**src/rtl/dcache_port_arbiter_pkg.sv**
```systemverilog
// Shared encodings for the data-cache port arbiter: FSM states and the
// cache_we meaning of read versus write.
package dcache_port_arbiter_pkg;

  typedef enum logic [1:0] {
    ARB_IDLE  = 2'd0,
    ARB_LOAD  = 2'd1,
    ARB_DRAIN = 2'd2
  } arb_state_e;

  localparam logic CACHE_OP_READ  = 1'b0;
  localparam logic CACHE_OP_WRITE = 1'b1;

endpackage

```
**src/rtl/arb_sat_counter.sv**
```systemverilog
// Saturating up-counter with synchronous clear (clear beats enable).
module arb_sat_counter #(
  parameter int W   = 2,
  parameter int MAX = 3
) (
  input  logic         clk,
  input  logic         rst,
  input  logic         clr,
  input  logic         en,
  output logic [W-1:0] cnt
);

  always_ff @(posedge clk or negedge rst) begin
    if (!rst)                        cnt <= '0;
    else if (clr)                    cnt <= '0;
    else if (en && cnt != W'(MAX))   cnt <= cnt + W'(1);
  end

endmodule

```
**src/rtl/dcache_port_arbiter.sv**
```systemverilog
// Single data-cache port shared by MEM-stage loads and store-buffer drains.
// Drains happen only when the buffer is full, loads have starved it, or the port idles.
module dcache_port_arbiter
  import dcache_port_arbiter_pkg::*;
#(
  parameter int ADDR_W     = 32,
  parameter int DATA_W     = 32,
  parameter int IDLE_WAIT  = 4,
  parameter int STARVE_MAX = 3
) (
  input  logic              clk,
  input  logic              rst,
  input  logic              ld_req,
  input  logic [ADDR_W-1:0] ld_addr,
  input  logic              ld_byte,
  input  logic              sb_empty,
  input  logic              sb_full,
  input  logic [ADDR_W-1:0] sb_addr,
  input  logic [DATA_W-1:0] sb_data,
  input  logic              sb_byte,
  output logic              sb_pop,
  output logic              cache_req,
  output logic              cache_we,
  output logic [ADDR_W-1:0] cache_addr,
  output logic [DATA_W-1:0] cache_wdata,
  output logic              cache_byte,
  input  logic              cache_ready,
  output logic              ld_done,
  output logic              pipe_stall
);

  localparam int IW = $clog2(IDLE_WAIT + 1);
  localparam int SW = $clog2(STARVE_MAX + 1);

  arb_state_e    state;
  logic [IW-1:0] idle_cnt;
  logic [SW-1:0] starve_cnt;

  logic idle_st, force_drain, go_drain, go_load;
  logic idle_inc, starve_clr, starve_inc;

  always_comb begin
    idle_st     = (state == ARB_IDLE);
    force_drain = sb_full || (ld_req && !sb_empty && starve_cnt == SW'(STARVE_MAX));
    go_load     = idle_st && !force_drain && ld_req;
    go_drain    = idle_st && (force_drain ||
                  (!ld_req && !sb_empty && idle_cnt == IW'(IDLE_WAIT - 1)));
    idle_inc    = idle_st && !go_drain && !sb_empty && !ld_req;
    // Any drain resolves starvation; an empty buffer cannot be starved.
    starve_clr  = idle_st && (go_drain || sb_empty);
    starve_inc  = go_load && !sb_empty;
  end

  arb_sat_counter #(.W(IW), .MAX(IDLE_WAIT - 1)) u_idle_cnt (
    .clk (clk),
    .rst (rst),
    .clr (!idle_inc),
    .en  (idle_inc),
    .cnt (idle_cnt)
  );

  arb_sat_counter #(.W(SW), .MAX(STARVE_MAX)) u_starve_cnt (
    .clk (clk),
    .rst (rst),
    .clr (starve_clr),
    .en  (starve_inc),
    .cnt (starve_cnt)
  );

  always_ff @(posedge clk or negedge rst) begin
    if (!rst) begin
      state       <= ARB_IDLE;
      cache_req   <= 1'b0;
      cache_we    <= CACHE_OP_READ;
      cache_addr  <= '0;
      cache_wdata <= '0;
      cache_byte  <= 1'b0;
      ld_done     <= 1'b0;
      sb_pop      <= 1'b0;
    end else begin
      ld_done <= 1'b0;
      sb_pop  <= 1'b0;
      case (state)
        ARB_IDLE: begin
          if (go_drain) begin
            state       <= ARB_DRAIN;
            cache_req   <= 1'b1;
            cache_we    <= CACHE_OP_WRITE;
            cache_addr  <= sb_addr;
            cache_wdata <= sb_data;
            cache_byte  <= sb_byte;
          end else if (go_load) begin
            state       <= ARB_LOAD;
            cache_req   <= 1'b1;
            cache_we    <= CACHE_OP_READ;
            cache_addr  <= ld_addr;
            cache_wdata <= '0;
            cache_byte  <= ld_byte;
          end
        end
        ARB_LOAD: begin
          if (cache_ready) begin
            state     <= ARB_IDLE;
            cache_req <= 1'b0;
            ld_done   <= 1'b1;
          end
        end
        ARB_DRAIN: begin
          if (cache_ready) begin
            state     <= ARB_IDLE;
            cache_req <= 1'b0;
            sb_pop    <= 1'b1;
          end
        end
        default: state <= ARB_IDLE;
      endcase
    end
  end

  // Released in the cycle the load's data returns so MEM can advance.
  assign pipe_stall = rst && ((ld_req && !(state == ARB_LOAD && cache_ready)) || sb_full);

endmodule

```
**config.mk**
```make
export PLATFORM = sky130hd
export DESIGN_NAME = dcache_port_arbiter
export DESIGN_NICKNAME = d
export VERILOG_FILES = /design/src/rtl/dcache_port_arbiter_pkg.sv /design/src/rtl/arb_sat_counter.sv /design/src/rtl/dcache_port_arbiter.sv
export SDC_FILE = /design/constraint.sdc
export NUM_CORES = 1
export LEC_CHECK = 0
export BUFFER_PORTS_ARGS = -buffer_cell sky130_fd_sc_hd__clkbuf_2
export CAP_MARGIN = 20
export CORE_UTILIZATION = 48
export DETAILED_ROUTE_END_ITERATION = 6
export GPL_TIMING_DRIVEN = 0
export HOLD_SLACK_MARGIN = 0.1
export MAX_ROUTING_LAYER = met4
export PLACE_DENSITY = 0.9
export REMOVE_ABC_BUFFERS = 1
export SKIP_LAST_GASP = 1
export SYNTH_ARGS = -nofsm -noshare
export SYNTH_HDL_FRONTEND = slang
export SYNTH_HIERARCHICAL = 1
export SYNTH_SLANG_ARGS = --single-unit
```
**constraint.sdc**
```tcl
create_clock -name clk -period 2.6 [get_ports clk]
set_input_delay 0.13 -clock clk [delete_from_list [all_inputs] [get_ports clk]]
set_output_delay 0.13 -clock clk [all_outputs]
set_load 0.02 [all_outputs]
```
# Word-level counts from Yosys, hierarchy flattened
# Cells that the tools add are included.
# word_totals
regBits	76
input_bits	104
elab_cells	78
out_inout_bits	70
# classes
reduce_logical	34
n_mux	23
eq_ne	9
addsub	2
# ops
operator	n
$mux 32	4
$logic_and 1x1->1	17
$mux 1	10
$mux 2	5
$mux 3	2
$reduce_bool 2->1	3
$logic_not 1->1	5
$eq 2x2->1 const B	2
$logic_or 1x1->1	4
$ne 2x2->1 const B	2
$pmux 2 s2	1
$reduce_and 2->1	2
$add 3x1->3 const B	1
$eq 3x2->1 const B	1
$ne 3x1->1 const B	1
$ne 3x2->1 const B	1
$reduce_and 3->1	1
$add 2x1->2 const B	1
$eq 2x1->1 const B	1
$logic_not 2->1	1
$ne 2x1->1 const B	1
$pmux 1 s2	1
$reduce_or 2->1	1

# Logic depth before layout (Yosys ltp)
# depth
depth_word	13
ltp_mapped	8
depth_no_buf	7

# Hierarchy
# Netlist, hierarchy kept.
# by_module_without_submodules
module	n_inst	area_each_um2	seq_area_each_um2	cells_per_inst
dcache_port_arbiter	1	3674.8	1776.7	349
arb_sat_counter at u_idle_cnt	1	177.7	75.1	15
arb_sat_counter at u_starve_cnt	1	123.9	50.0	10

# Least setup slack after synthesis
# Ideal clock, no wire load.
# synth_timing
kind	reg-to-reg
from	register u_starve_cnt.cnt[1]
to	register u_idle_cnt.cnt[2]
t_arrival_ns	2.194
n_path_buf	3
required_time_ns	2.505
setup_time_ns	0.095
synth_period_minus_slack_ns	2.289
slack_ns	0.311
path_stages_with_launch	9
path_cell_list	dfrtp_1 and4b_1 buf_6 a211o_1 buf_6 buf_6 or3_1 or4b_1 o31ai_1
# synth_via
elab_chain_cells	11
word_cells_on_any_way	12
classes_between	2 x eq/ne; 1 x mux; 9 x reduce/logical
# synth_rtl
element	line	source
start: declaration	arb_sat_counter.sv:10	output logic [W-1:0] cnt
start signal: assignment	arb_sat_counter.sv:16	else if (en && cnt != W'(MAX)) cnt <= cnt + W'(1);
$eq 2x2->1 *	dcache_port_arbiter.sv:44	force_drain = sb_full || (ld_req && !sb_empty && starve_cnt == SW'(STARVE_MAX));
$logic_and 1x1->1 *	dcache_port_arbiter.sv:44	
$logic_or 1x1->1 *	dcache_port_arbiter.sv:44	
$logic_or 1x1->1 *	dcache_port_arbiter.sv:46	go_drain = idle_st && (force_drain ||
$logic_and 1x1->1 *	dcache_port_arbiter.sv:46	
$logic_not 1->1 *	dcache_port_arbiter.sv:48	idle_inc = idle_st && !go_drain && !sb_empty && !ld_req;
$logic_and 1x1->1 * (3 in series)	dcache_port_arbiter.sv:48	
$logic_and 1x1->1	arb_sat_counter.sv:16	
$ne 2x2->1 (no source line)	--	
end signal: assignment	arb_sat_counter.sv:16	
end: declaration	arb_sat_counter.sv:10	
# Mark *: on every way between the ends. The rest lies on a longest branch, timed or not.
# A chain may end at the register's enable or synchronous reset.

# Worst setup path after layout
# layout_timing
from	register u_starve_cnt.cnt[0]
to	register u_idle_cnt.cnt[2]
# The elaborated chain is that of the path after synthesis.

==> results.sh <==
export IMPL_status="finished clean"
export IMPL_die_x_um=93.0
export IMPL_postRouteAntennaNets=0
export IMPL_tightest_slew_ns=0.837
export IMPL_io_buffer_count=173
export IMPL_yosysTopAreaCellShare=0.478
export IMPL_cp_required_ns=2.84
export IMPL_clockRootBuffer="clkbuf_8"
export IMPL_area_growth_pct=47.0
export IMPL_drc=0
export IMPL_cp_start_kind="flop"
export IMPL_synthTopCellsByArea="dfrtp_1, a32o_1, a2111oi_0"
export IMPL_r2r_start="u_starve_cnt/cnt[0]"
export IMPL_syn_avg_cell_area_sq_um=10.6
export IMPL_cts_made_buffers=9
export IMPL_fin_nets=699
export IMPL_clock_sinks=76
export IMPL_path_class="flop to flop"
export IMPL_yosysTopAreaCell="dfrtp_1"
export IMPL_place_congestion=0.785
export IMPL_slew_viol_final=0
export IMPL_clk_pin_slew_ns=0.08
export IMPL_routed_wl_um=14700
export IMPL_hp_start="sb_addr[19]"
export IMPL_rows=32
export IMPL_syn_inst=374
export IMPL_cp_end_kind="flop"
export IMPL_die_h_um=93.0
export IMPL_synth_most_common_cell="dfrtp_1"
export IMPL_relSlewSlack=0.442
export IMPL_worstPathMaxFanout=23
export IMPL_setup_violations=0
export IMPL_hp_class="input pin to flop"
export IMPL_async_flop_share=1.00
export IMPL_clock_path_buffers=2
export IMPL_grt_pass1_wl_um=23000
export IMPL_drive_gt1_frac=0.360
export IMPL_synth_edff_count=0
export IMPL_io_pins=174
export IMPL_dp_hpwl_um=7830
export IMPL_r2r_slack_ns=0.07
export IMPL_die_area_sq_mm=0.00865
export IMPL_ys_seq_area_frac=0.478
export IMPL_insertion_delay_ns=0.35
export IMPL_final_min_clock_period_ns=2.53
export IMPL_drt_iter0_drc=396
export IMPL_final_area_sq_mm=0.00585
export IMPL_cp_startpoint="u_starve_cnt/cnt[0]"
export IMPL_core_area_sq_mm=0.00789
export IMPL_leakagePower_nw=2.77
export IMPL_fin_util=0.741
export IMPL_powerDensity_mw_per_mm2=1050
export IMPL_grt_ovfl_total=0
export IMPL_fill_cells=502
export IMPL_drt_pre_antenna_iters=5
export IMPL_period_share=0.974
export IMPL_syn_area_sq_mm=0.00398
export IMPL_max_cap_violations=0
export IMPL_initial_utilization=0.504
export IMPL_hold_viol=0
export IMPL_vias=4458
export IMPL_antenna_found_initial=1
export IMPL_synth_flop_cell="dfrtp_1"
export IMPL_placed_area_sq_mm=0.00490
export IMPL_synthTopCellsByCount="dfrtp_1, inv_1, nor2_1"
export IMPL_htreeDepth=3
export IMPL_viasPerCell=6.41
export IMPL_track_usage=0.358
export IMPL_routedWlPerCell_um=21.2
export IMPL_cts_tree="built"
export IMPL_vdd_ir_drop_max_mv=0.607
export IMPL_rsz0062_at_grt="true"
export IMPL_ys_ff_latch=76
export IMPL_grt_pass1_vias=4694
export IMPL_fmax_mhz=395
export IMPL_yosys_cell_types_count=41
export IMPL_crit_arrival_ns=2.78
export IMPL_grt_max_degree=49
export IMPL_clock_skew_ns=0.0107
export IMPL_setup_tns_ns=0
export IMPL_yosys_warnings=6
layout by cell type, fill, tap and decap left out, types with 2 or more instances in the layout:
cell type	count
clkbuf_2	171
dfrtp_1	76
dlygate4sd3_1	66
inv_1	39
nor2_1	36
a2111oi_0	34
nand3b_1	33
a32o_1	32
a221oi_1	30
clkbuf_8	9
ha_1	6
nor2b_1	4
nand2b_1	3
a221oi_2	3
buf_12	3
diode_2	2
o21a_1	2
nor3_1	2
a21oi_1	2
o21ai_0	2
clkinvlp_4	2
bufinv_16	2
clkbuf_4	2
buf_8	2
buf_16	2
buf_4	2
nand4bb_1	2
routing by layer:
metal	GRT usage	part of all wire
met3	0.0919	0.089
met4	0.246	0.064
met1	0.366	0.33
met5	-	0
met2	0.601	0.51
state kept, by name, indices dropped and copies added (netlist names):
| register | count |
|---|---|
| cache_wdata | 32 |
| u_starve_cnt/cnt | 2 |
| cache_we | 1 |
| cache_byte | 1 |
| cache_req | 1 |
| ld_done | 1 |
| state | 2 |
| u_idle_cnt/cnt | 3 |
| cache_addr | 32 |
| sb_pop | 1 |
repair_timing:
| action | 4_1_cts | 5_1_grt |
|---|---|---|
| setup endpoints to repair | 73 | 2 |
| buffers inserted | 1 | 1 |
| hold endpoints to repair | 98 | 0 |
| hold buffers | 66 | 0 |
| pin swaps | 0 | 1 |
| gates resized for setup | 11 | 1 |
through the flow:
stage                     cells  power [W]  hold WS [ns]  setup WS, ns
final                       696    0.00615         0.121        0.0674
after global routing        695    0.00645         0.133      -0.00477
after CTS                   693    0.00599         0.108       -0.0254
after detailed placement    611    0.00483         0.150         -1.25
after global placement      604    0.00458         0.384         -5.11
after floorplan             329    0.00368        -0.166         -2.69
report_power, final:
part / internal [W] / total, W / switching, W
Clock: 0.000538 / 0.00102 / 0.000481
Combinational: 0.00119 / 0.00312 / 0.00193
Sequential: 0.00168 / 0.00201 / 0.000329
worst max-delay path, cell delays in order, from the launching register on:
cell,delay (ns)
dfrtp_1,0.43
and4b_4,0.30
buf_8,0.18
a211o_4,0.44
or3_4,0.44
or4b_1,0.55
o31ai_1,0.09
area by class of cell:
type / count / area (sq um) / share of cell area
tap: 102 / 128 / 0.0218
multi-input combinational: 212 / 1740 / 0.297
sequential: 76 / 1900 / 0.325
timing repair buffer: 248 / 1690 / 0.289
clock buffer: 9 / 124 / 0.0212
clock inverter: 6 / 88.8 / 0.0152
antenna: 2 / 5.00 / 0.000856
inverter: 41 / 171 / 0.0293
logic make-up (layout without fill, tap and decap cells):
group	count (synthesis)	after routing	share of synthesized area
compound gates	113	113	0.258
fa+ha+maj	7	7	0.0220
buf+inv	86	304	0.0972
flops	76	76	0.478
mux	2	2	0.00661
other cells	0	2	0
simple gates	90	90	0.138
worst paths after layout:
path,cells after the start,endpoint
worst max-delay path,6,u_idle_cnt/cnt[2]
worst min-delay path,3,cache_addr[19]
max in group asynchronous,3,cache_addr[16]
min in group asynchronous,2,cache_wdata[13]
worst max register to register,6,u_idle_cnt/cnt[2]
worst min register to register,1,cache_wdata[18]
Power figures use the tool's default switching activity.
